### src/rtl/dds_addr_gen.sv
// dds_addr_gen: DDS phase accumulator that addresses a sine ROM and returns an aligned sample stream
// Ports: clk, rst_n (async active-low reset); en advances the phase and launches one ROM read;
//   ftw_wr/ftw load the frequency tuning word; pofs is the phase offset added to the address;
//   rom_ce_n/rom_addr drive the external ROM; rom_data is its read data one cycle later;
//   dout/dout_vld carry the captured sample; wrap pulses on accumulator overflow.
module dds_addr_gen #(
  parameter int AW = 8,
  parameter int DW = 16,
  parameter int PW = 24
) (
  input  logic          clk,
  input  logic          rst_n,
  input  logic          en,
  input  logic          ftw_wr,
  input  logic [PW-1:0] ftw,
  input  logic [AW-1:0] pofs,
  output logic          rom_ce_n,
  output logic [AW-1:0] rom_addr,
  input  logic [DW-1:0] rom_data,
  output logic [DW-1:0] dout,
  output logic          dout_vld,
  output logic          wrap
);
  logic [PW-1:0] acc_q, acc_d, ftw_act_q, ftw_act_d, ftw_pend_q, ftw_pend_d;
  logic [AW-1:0] addr_q, addr_d;
  logic [DW-1:0] dout_q, dout_d;
  logic          pend_q, pend_d, v1_q, v2_q, vld_q, wrap_q;
  logic [PW:0]   sum;
  logic          carry, apply;
  // A pending tuning word may only land where it keeps the phase continuous:
  // on a carry edge, or on any edge where the accumulator is idle.
  always_comb begin
    sum        = {1'b0, acc_q} + {1'b0, ftw_act_q};
    carry      = en & sum[PW];
    apply      = carry | ~en;
    acc_d      = en ? sum[PW-1:0] : acc_q;
    ftw_act_d  = (ftw_wr & apply) ? ftw : (pend_q & apply) ? ftw_pend_q : ftw_act_q;
    ftw_pend_d = (ftw_wr & ~apply) ? ftw : ftw_pend_q;
    pend_d     = ftw_wr ? ~apply : pend_q & ~apply;
    addr_d     = en ? acc_q[PW-1:PW-AW] + pofs : addr_q;
    dout_d     = v2_q ? rom_data : dout_q;
  end
  always_ff @(posedge clk or negedge rst_n) begin
    if (!rst_n) begin
      acc_q      <= '0;
      ftw_act_q  <= '0;
      ftw_pend_q <= '0;
      pend_q     <= 1'b0;
      addr_q     <= '0;
      v1_q       <= 1'b0;
      v2_q       <= 1'b0;
      dout_q     <= '0;
      vld_q      <= 1'b0;
      wrap_q     <= 1'b0;
    end else begin
      acc_q      <= acc_d;
      ftw_act_q  <= ftw_act_d;
      ftw_pend_q <= ftw_pend_d;
      pend_q     <= pend_d;
      addr_q     <= addr_d;
      v1_q       <= en;
      v2_q       <= v1_q;
      dout_q     <= dout_d;
      vld_q      <= v2_q;
      wrap_q     <= carry;
    end
  end
  assign rom_ce_n = ~v1_q;
  assign rom_addr = addr_q;
  assign dout     = dout_q;
  assign dout_vld = vld_q;
  assign wrap     = wrap_q;
endmodule

### config.mk
export PLATFORM = sky130hd
export DESIGN_NAME = dds_addr_gen
export DESIGN_NICKNAME = d
export VERILOG_FILES = /design/src/rtl/dds_addr_gen.sv
export SDC_FILE = /design/constraint.sdc
export NUM_CORES = 1
export LEC_CHECK = 0
export ABC_AREA = 1
export BUFFER_PORTS_ARGS = -buffer_cell sky130_fd_sc_hd__buf_2
export CORE_ASPECT_RATIO = 1.75
export CORE_MARGIN = 3
export CORE_UTILIZATION = 40
export CTS_CLUSTER_SIZE = 8
export DETAILED_ROUTE_END_ITERATION = 7
export GPL_ROUTABILITY_DRIVEN = 0
export GPL_TIMING_DRIVEN = 1
export PLACE_DENSITY = 0.6
export REMOVE_ABC_BUFFERS = 1
export SLEW_MARGIN = 10
export SYNTH_ARGS = -nofsm -noshare
export SYNTH_HDL_FRONTEND = slang
export SYNTH_SLANG_ARGS = --single-unit
### constraint.sdc
create_clock -name clk -period 3.1 [get_ports clk]
set_input_delay 0.775 -clock clk [delete_from_list [all_inputs] [get_ports clk]]
set_output_delay 0.775 -clock clk [all_outputs]
set_load 0.01 [all_outputs]
==> results of run 1 <==
## worst max-delay path: stages, from the launching register on
cell and delay [ns]:
dfrtp_1 0.40, ha_1 0.23, fa_1 0.42, nand2_1 0.10, nand2_1 0.09, nand3_1 0.11, nand2_2 0.10, nand2_1 0.11
nand4_2 0.17, nand2_2 0.36, buf_12 0.23, nor2_1 0.06, nand2_1 0.06, nand2_1 0.05
## metrics by stage
| step | hold slack, ns | std cells | setup slack, ns | cell area (sq um) |
|---|---|---|---|---|
| CTS | 0.210 | 1068 | 0.485 | 6820 |
| detailed placement | 0.358 | 1052 | 0.522 | 6540 |
| global route | 0.213 | 1068 | 0.274 | 6820 |
| global placement | 0.358 | 1052 | 0.598 | 6540 |
| finish | 0.213 | 1068 | 0.479 | 6820 |
| floorplan | 0.354 | 787 | 0.747 | 5840 |
## cell usage in the layout, fill, tap and decap left out, types with 2 or more instances in the layout
cell type	count
nor2_2	2
nor2_1	75
inv_6	2
xnor2_1	7
o21bai_1	5
inv_2	2
ha_1	31
mux2_2	16
clkbuf_16	9
clkinv_2	2
inv_1	85
nand3_1	56
buf_12	2
clkinv_4	2
nor3_1	5
a31oi_1	2
nand2_1	309
buf_4	6
fa_1	2
nand2_2	4
dfrtp_1	101
buf_2	77
nand4_1	13
a21oi_1	31
and2_1	2
or2_2	2
xor2_1	6
o21ai_0	26
## sequential cells by signal (all words and copies together) (netlist names), 8 cells and up
name	cells
rom_addr	8
ftw_pend_q	24
ftw_act_q	24
acc_q	24
dout	16
## final cells by class
| class | count | area share [%] |
|---|---|---|
| Timing Repair Buffer | 85 | 6.90 |
| Sequential cell | 101 | 37.1 |
| Clock buffer | 9 | 3.30 |
| Tap cell | 180 | 3.30 |
| Inverter | 87 | 4.79 |
| Clock inverter | 7 | 0.825 |
| Multi-Input combinational cell | 599 | 43.8 |
## cell families after synthesis
group | Yosys count | synth area share (%)
and+or+nand+nor | 470 | 32.0
buffers and inverters | 112 | 7.66
DFF | 101 | 42.3
AOI/OAI and AO/OA | 67 | 6.01
adders and majority gates | 33 | 7.16
muxes | 16 | 3.02
xor gates and xnor gates | 13 | 1.91
## synthesized netlist by cell type (2+ instances only)
library cell	count
a31oi_1	2
nor2_2	2
a21oi_1	31
nand2_1	309
ha_1	31
xnor2_1	7
nor2_1	75
nand3_1	56
xor2_1	6
nand2_2	4
clkbuf_1	13
and2_1	2
buf_6	3
o21bai_1	5
buf_2	6
inv_2	2
fa_1	2
nor3_1	5
mux2_2	16
inv_1	85
nand4_1	13
buf_4	2
dfrtp_1	101
o21ai_0	26
or2_2	2
## power groups by stage
stage | combinational, mW | clock, mW | sequential, mW
finish | 3.81 | 1.10 | 2.20
global route | 4.38 | 1.19 | 2.27
CTS | 3.83 | 1.15 | 2.20
detailed placement | 3.81 | 0 | 2.22
global placement | 3.75 | 0 | 2.21
floorplan | 2.79 | 0 | 2.16
## layer usage
metal	global-route usage, %	wire length, um	vias up
met5	0	0	-
li1	-	-	2711
met1	20.3	5940	2410
met3	2.63	525	37
met4	9.63	615	0
met2	34.1	7920	120
## worst paths after layout
| path | from | endpoint | slack, ns | depth (start not counted) |
|---|---|---|---|---|
| worst max-delay path | ftw_act_q[0]$_DFFE_PN0P_ | ftw_act_q[7]$_DFFE_PN0P_ | 0.48 | 13 |
| worst min-delay path | rst_n | rom_addr[3]$_DFFE_PN0P_ | 0.21 | 1 |
| worst max register to register | ftw_act_q[0]$_DFFE_PN0P_ | ftw_act_q[7]$_DFFE_PN0P_ | 0.48 | 13 |
| worst min register to register | v1_q$_DFF_PN0_ | v2_q$_DFF_PN0_ | 0.38 | 0 |
| max in group asynchronous | rst_n | dout[11]$_DFFE_PN0P_ | 2.20 | 2 |
| min in group clk | v1_q$_DFF_PN0_ | v2_q$_DFF_PN0_ | 0.38 | 0 |
==> flow_metrics.py, run 1 <==
metrics = {
    "job": {
        "drv_cap": 0,
    },
    "grt": {
        "grt_pass1_wl_mm": 24.6,
        "grt_overflow": 0,
        "antenna_found_initial": 0,
        "grt_max_degree": 59,
        "grt_use_total_pct": 18.6,
        "grt_pass1_vias": 5180,
    },
    "placement": {
        "io_buffers": 78,
        "dp_hpwl_mm": 11.2,
    },
    "yosys": {
        "yosysTopAreaCell": "dfrtp_1",
        "synthDistinctLibCells": 31,
        "ys_seq_area_share_pct": 42.3,
        "ys_top_cells_by_area": "dfrtp_1, nand2_1, ha_1",
        "syn_area_sq_mm": 0.00598,
        "synth-edff-count": 0,
        "yosysWarnings": 0,
        "syn_area_per_cell_sq_um": 7.36,
        "netlist_instances": 812,
        "ys_seq_elements": 101,
        "synthArstFlopShare_pct": 100,
        "synth_ff_type": "dfrtp_1",
        "synth_top_area_share_pct": 42.3,
    },
    "timing": {
        "min_period_ns": 2.62,
        "final-setup-viol-count": 0,
        "period_share_pct": 84.6,
        "finalHoldViolCount": 0,
        "clock.fmax_mhz": 381,
        "skew_ns": 0.0176,
        "rsz0062_at_grt": "false",
        "tightest_slew_ns": 0.805,
        "tns_ns": 0,
        "slew_headroom_pct": 46.3,
        "finalMaxSlewViolations": 0,
    },
    "power_and_ir_drop": {
        "p_leak_nw": 3.81,
        "seqPwrFrac_pct": 30.9,
        "power_density_mw_per_mm2": 1040,
        "comb_power_share_pct": 53.6,
        "total_power_mw": 7.11,
        "p_sw_mw": 3.30,
        "internal-power_mw": 3.80,
        "vdd_drop_max_v": 0.000345,
        "swShare_pct": 46.5,
        "pwr-share-clk_pct": 15.5,
    },
    "finish": {
        "multiInputGateArea_sq_mm": 0.00299,
        "nFillCells": 1535,
        "drive_gt1_share_pct": 14.5,
        "final_util_pct": 47.0,
        "nets": 968,
        "seq_area_sq_mm": 0.00253,
        "area_growth_pct": 14.2,
        "diodes": 0,
    },
    "status": {
        "status": "complete, no violations",
    },
    "clocking": {
        "clock_path_buffers": 2,
        "postCtsSetupBuffers": 0,
        "holdBufCountCts": 0,
        "clock_sinks": 101,
        "clock_latency_ns": 0.36,
        "clk_transition_reported_paths_ns": 0.08,
        "cts_made_buffers": 9,
        "clockRootBuffer": "clkbuf_16",
        "cts.htree.levels": 3,
        "cts_resized": 0,
        "cts_tree": "yes",
    },
    "setup_path": {
        "crit_path_end_kind": "flip-flop",
        "path_max_fanout": 30,
        "crit_type": "flip-flop to flip-flop",
        "arrival_ns": 2.87,
        "required_ns": 3.35,
        "start_kind": "flip-flop",
    },
    "die": {
        "io_pins": 79,
        "die_area_sq_mm": 0.0165,
        "initial_utilization_pct": 41.2,
        "fp.dieW_um": 98.4,
        "core_area_sq_mm": 0.0145,
        "fp-row-count": 58,
        "die_y_um": 168,
    },
    "route": {
        "vias_per_cell": 4.94,
        "avgRoutedWirePerCell_um": 14.0,
        "drt_iter0_markers": 214,
        "route.detailed.drc": 0,
        "ant_nets": 0,
        "route.vias.total": 5278,
        "dr.pass1.iters": 6,
        "drt_wl_total_mm": 15.0,
    },
    "min_path": {
        "hp-class": "input pin to async pin",
    },
}
(Power assumes the default switching activity.)
==> run 2, diff against run 1 <==
Settings changed: PLACE_DENSITY 0.6 to 0.62.
Clock period 3.1 ns to 2.35 ns, I/O delays scaled along.
==> flow_metrics.py, run 2 (same netlist as run 1, synthesis figures left out) <==
metrics = {
    "status": {
        "status": "complete, no violations",
    },
    "route": {
        "route.detailed.drc": 0,
        "dr_wl_met2_mm": 8.11,
        "drt-met1-wl_mm": 5.92,
        "ant_nets": 0,
        "dr.pass1.iters": 4,
        "avgRoutedWirePerCell_um": 14.1,
        "top_layer": "met4",
        "vias_per_cell": 4.94,
        "drt_wl_total_mm": 15.2,
        "wl_met3_um": 658,
        "route.vias.total": 5344,
        "drt_iter0_markers": 260,
    },
    "die": {
        "fp-row-count": 58,
        "die_area_sq_mm": 0.0165,
        "core_area_sq_mm": 0.0145,
        "fp.dieW_um": 98.4,
        "io_pins": 79,
        "die_y_um": 168,
        "initial_utilization_pct": 41.2,
    },
    "clocking": {
        "postCtsSetupBuffers": 0,
        "clock_latency_ns": 0.36,
        "cts_tree": "yes",
        "holdBufCountCts": 0,
        "cts_resized": 0,
        "clock_sinks": 101,
        "clk_transition_reported_paths_ns": 0.08,
        "clockRootBuffer": "clkbuf_16",
        "clock_path_buffers": 2,
        "cts.htree.levels": 3,
        "cts_made_buffers": 9,
    },
    "timing": {
        "final-setup-viol-count": 0,
        "rsz0062_at_grt": "false",
        "min_period_ns": 2.23,
        "tightest_slew_ns": 0.797,
        "slew_headroom_pct": 46.8,
        "period_share_pct": 94.9,
        "clock.fmax_mhz": 448,
        "timing.hold.ws_ns": 0.234,
        "skew_ns": 0.0131,
        "finalHoldViolCount": 0,
        "finalMaxSlewViolations": 0,
        "finalWorstSetupSlack_ns": 0.119,
        "tns_ns": 0,
    },
    "finish": {
        "most-common-layout-cells": "nand2_1, dfrtp_1, inv_1",
        "area_growth_pct": 18.8,
        "drive_gt1_share_pct": 16.2,
        "final_util_pct": 48.9,
        "final_common_cell": "nand2_1",
        "diodes": 0,
        "reg_top3": "acc_q: 24 flops, ftw_act_q: 24 flops, ftw_pend_q: 24 flops",
        "nets": 981,
    },
    "setup_path": {
        "arrival_ns": 2.49,
        "start_kind": "flip-flop",
        "slowest_stage": "dfrtp_1",
        "path_max_fanout": 12,
        "required_ns": 2.61,
        "critPathBufInv": 1,
        "critical-path-max-stage-delay_ns": 0.39,
        "critPathTopFamily": "simple AND/OR/NAND/NOR gates",
        "crit_path_end_kind": "flip-flop",
        "path_cells": "ha_2, fa_1, nand2_1, nand2_1, nand3_2, nand2_2, nand2_2, nand4_4, nand2_4, clkbuf_16, nand2_1, nand2_1, nand2_1",
        "crit_type": "flip-flop to flip-flop",
        "crit_top_cell": "nand2_1",
    },
    "grt": {
        "grt_pass1_vias": 5212,
        "grt_use_total_pct": 18.3,
        "grt_overflow": 0,
        "grt_pass1_wl_mm": 24.5,
        "grt_max_degree": 102,
        "antenna_found_initial": 0,
    },
    "power_and_ir_drop": {
        "vdd_drop_max_v": 0.000423,
        "total_power_mw": 9.87,
        "power_density_mw_per_mm2": 1390,
        "p_leak_nw": 3.94,
    },
    "placement": {
        "dp_hpwl_mm": 11.0,
        "io_buffers": 78,
        "place_ws_ns": 0.0545,
    },
    "min_path": {
        "hp-class": "input pin to async pin",
    },
    "job": {
        "drv_cap": 0,
    },
}
run 2: cell types whose count changed in the layout (fill, tap and decap cells not counted), moves of 2 or more:
| cell | previous run | this run |
|---|---|---|
| buf_4 | 6 | 12 |
| inv_8 | 1 | 3 |
| buf_12 | 2 | 6 |
| clkbuf_16 | 9 | 12 |
| clkinv_2 | 2 | 0 |
run 2: where the power goes:
group	internal [mW]	total [mW]	switching, mW	leakage (nW)
Combinational	2.09	5.39	3.30	2.55
Clock	0.859	1.60	0.738	0.156
Sequential	2.45	2.88	0.428	1.23
run 2: per-layer routing:
metal  up-vias  GRT usage [%]
met1      2442           20.4
met3        29           2.79
met5         -              0
met2       129           33.7
li1       2744              -
met4         0           7.85
run 2: final timing paths:
check	cells past startpoint	slack [ns]	start	to
worst max-delay path	13	0.12	acc_q[0]$_DFFE_PN0P_	ftw_act_q[23]$_DFFE_PN0P_
worst min-delay path	2	0.23	rst_n	rom_addr[6]$_DFFE_PN0P_
worst max register to register	13	0.12	acc_q[0]$_DFFE_PN0P_	ftw_act_q[23]$_DFFE_PN0P_
worst min register to register	0	0.38	v1_q$_DFF_PN0_	v2_q$_DFF_PN0_
max in group asynchronous	2	1.61	rst_n	dout[3]$_DFFE_PN0P_
min in group clk	0	0.38	v1_q$_DFF_PN0_	v2_q$_DFF_PN0_
run 2: worst register-to-register path, stage by stage (launching register included):
cell	delay, ns
dfrtp_1	0.39
ha_2	0.21
fa_1	0.38
nand2_1	0.09
nand2_1	0.10
nand3_2	0.10
nand2_2	0.08
nand2_2	0.10
nand4_4	0.16
nand2_4	0.16
clkbuf_16	0.18
nand2_1	0.06
nand2_1	0.07
nand2_1	0.05
run 2: layout make-up:
class	instances	area, sq um
Clock buffer	9	225
Clock inverter	7	90.1
Fill cell	1504	7410
Inverter	87	329
Multi-Input combinational cell	599	3030
Sequential cell	101	2530
Tap cell	180	225
Timing Repair Buffer	98	671
run 2: metrics by stage:
step                      std cells  cell area [sq um]
final                          1081               7100
after CTS                      1078               6980
after global routing           1081               7100
after global placement         1062               6670
after detailed placement       1062               6670
after floorplan                 787               5840
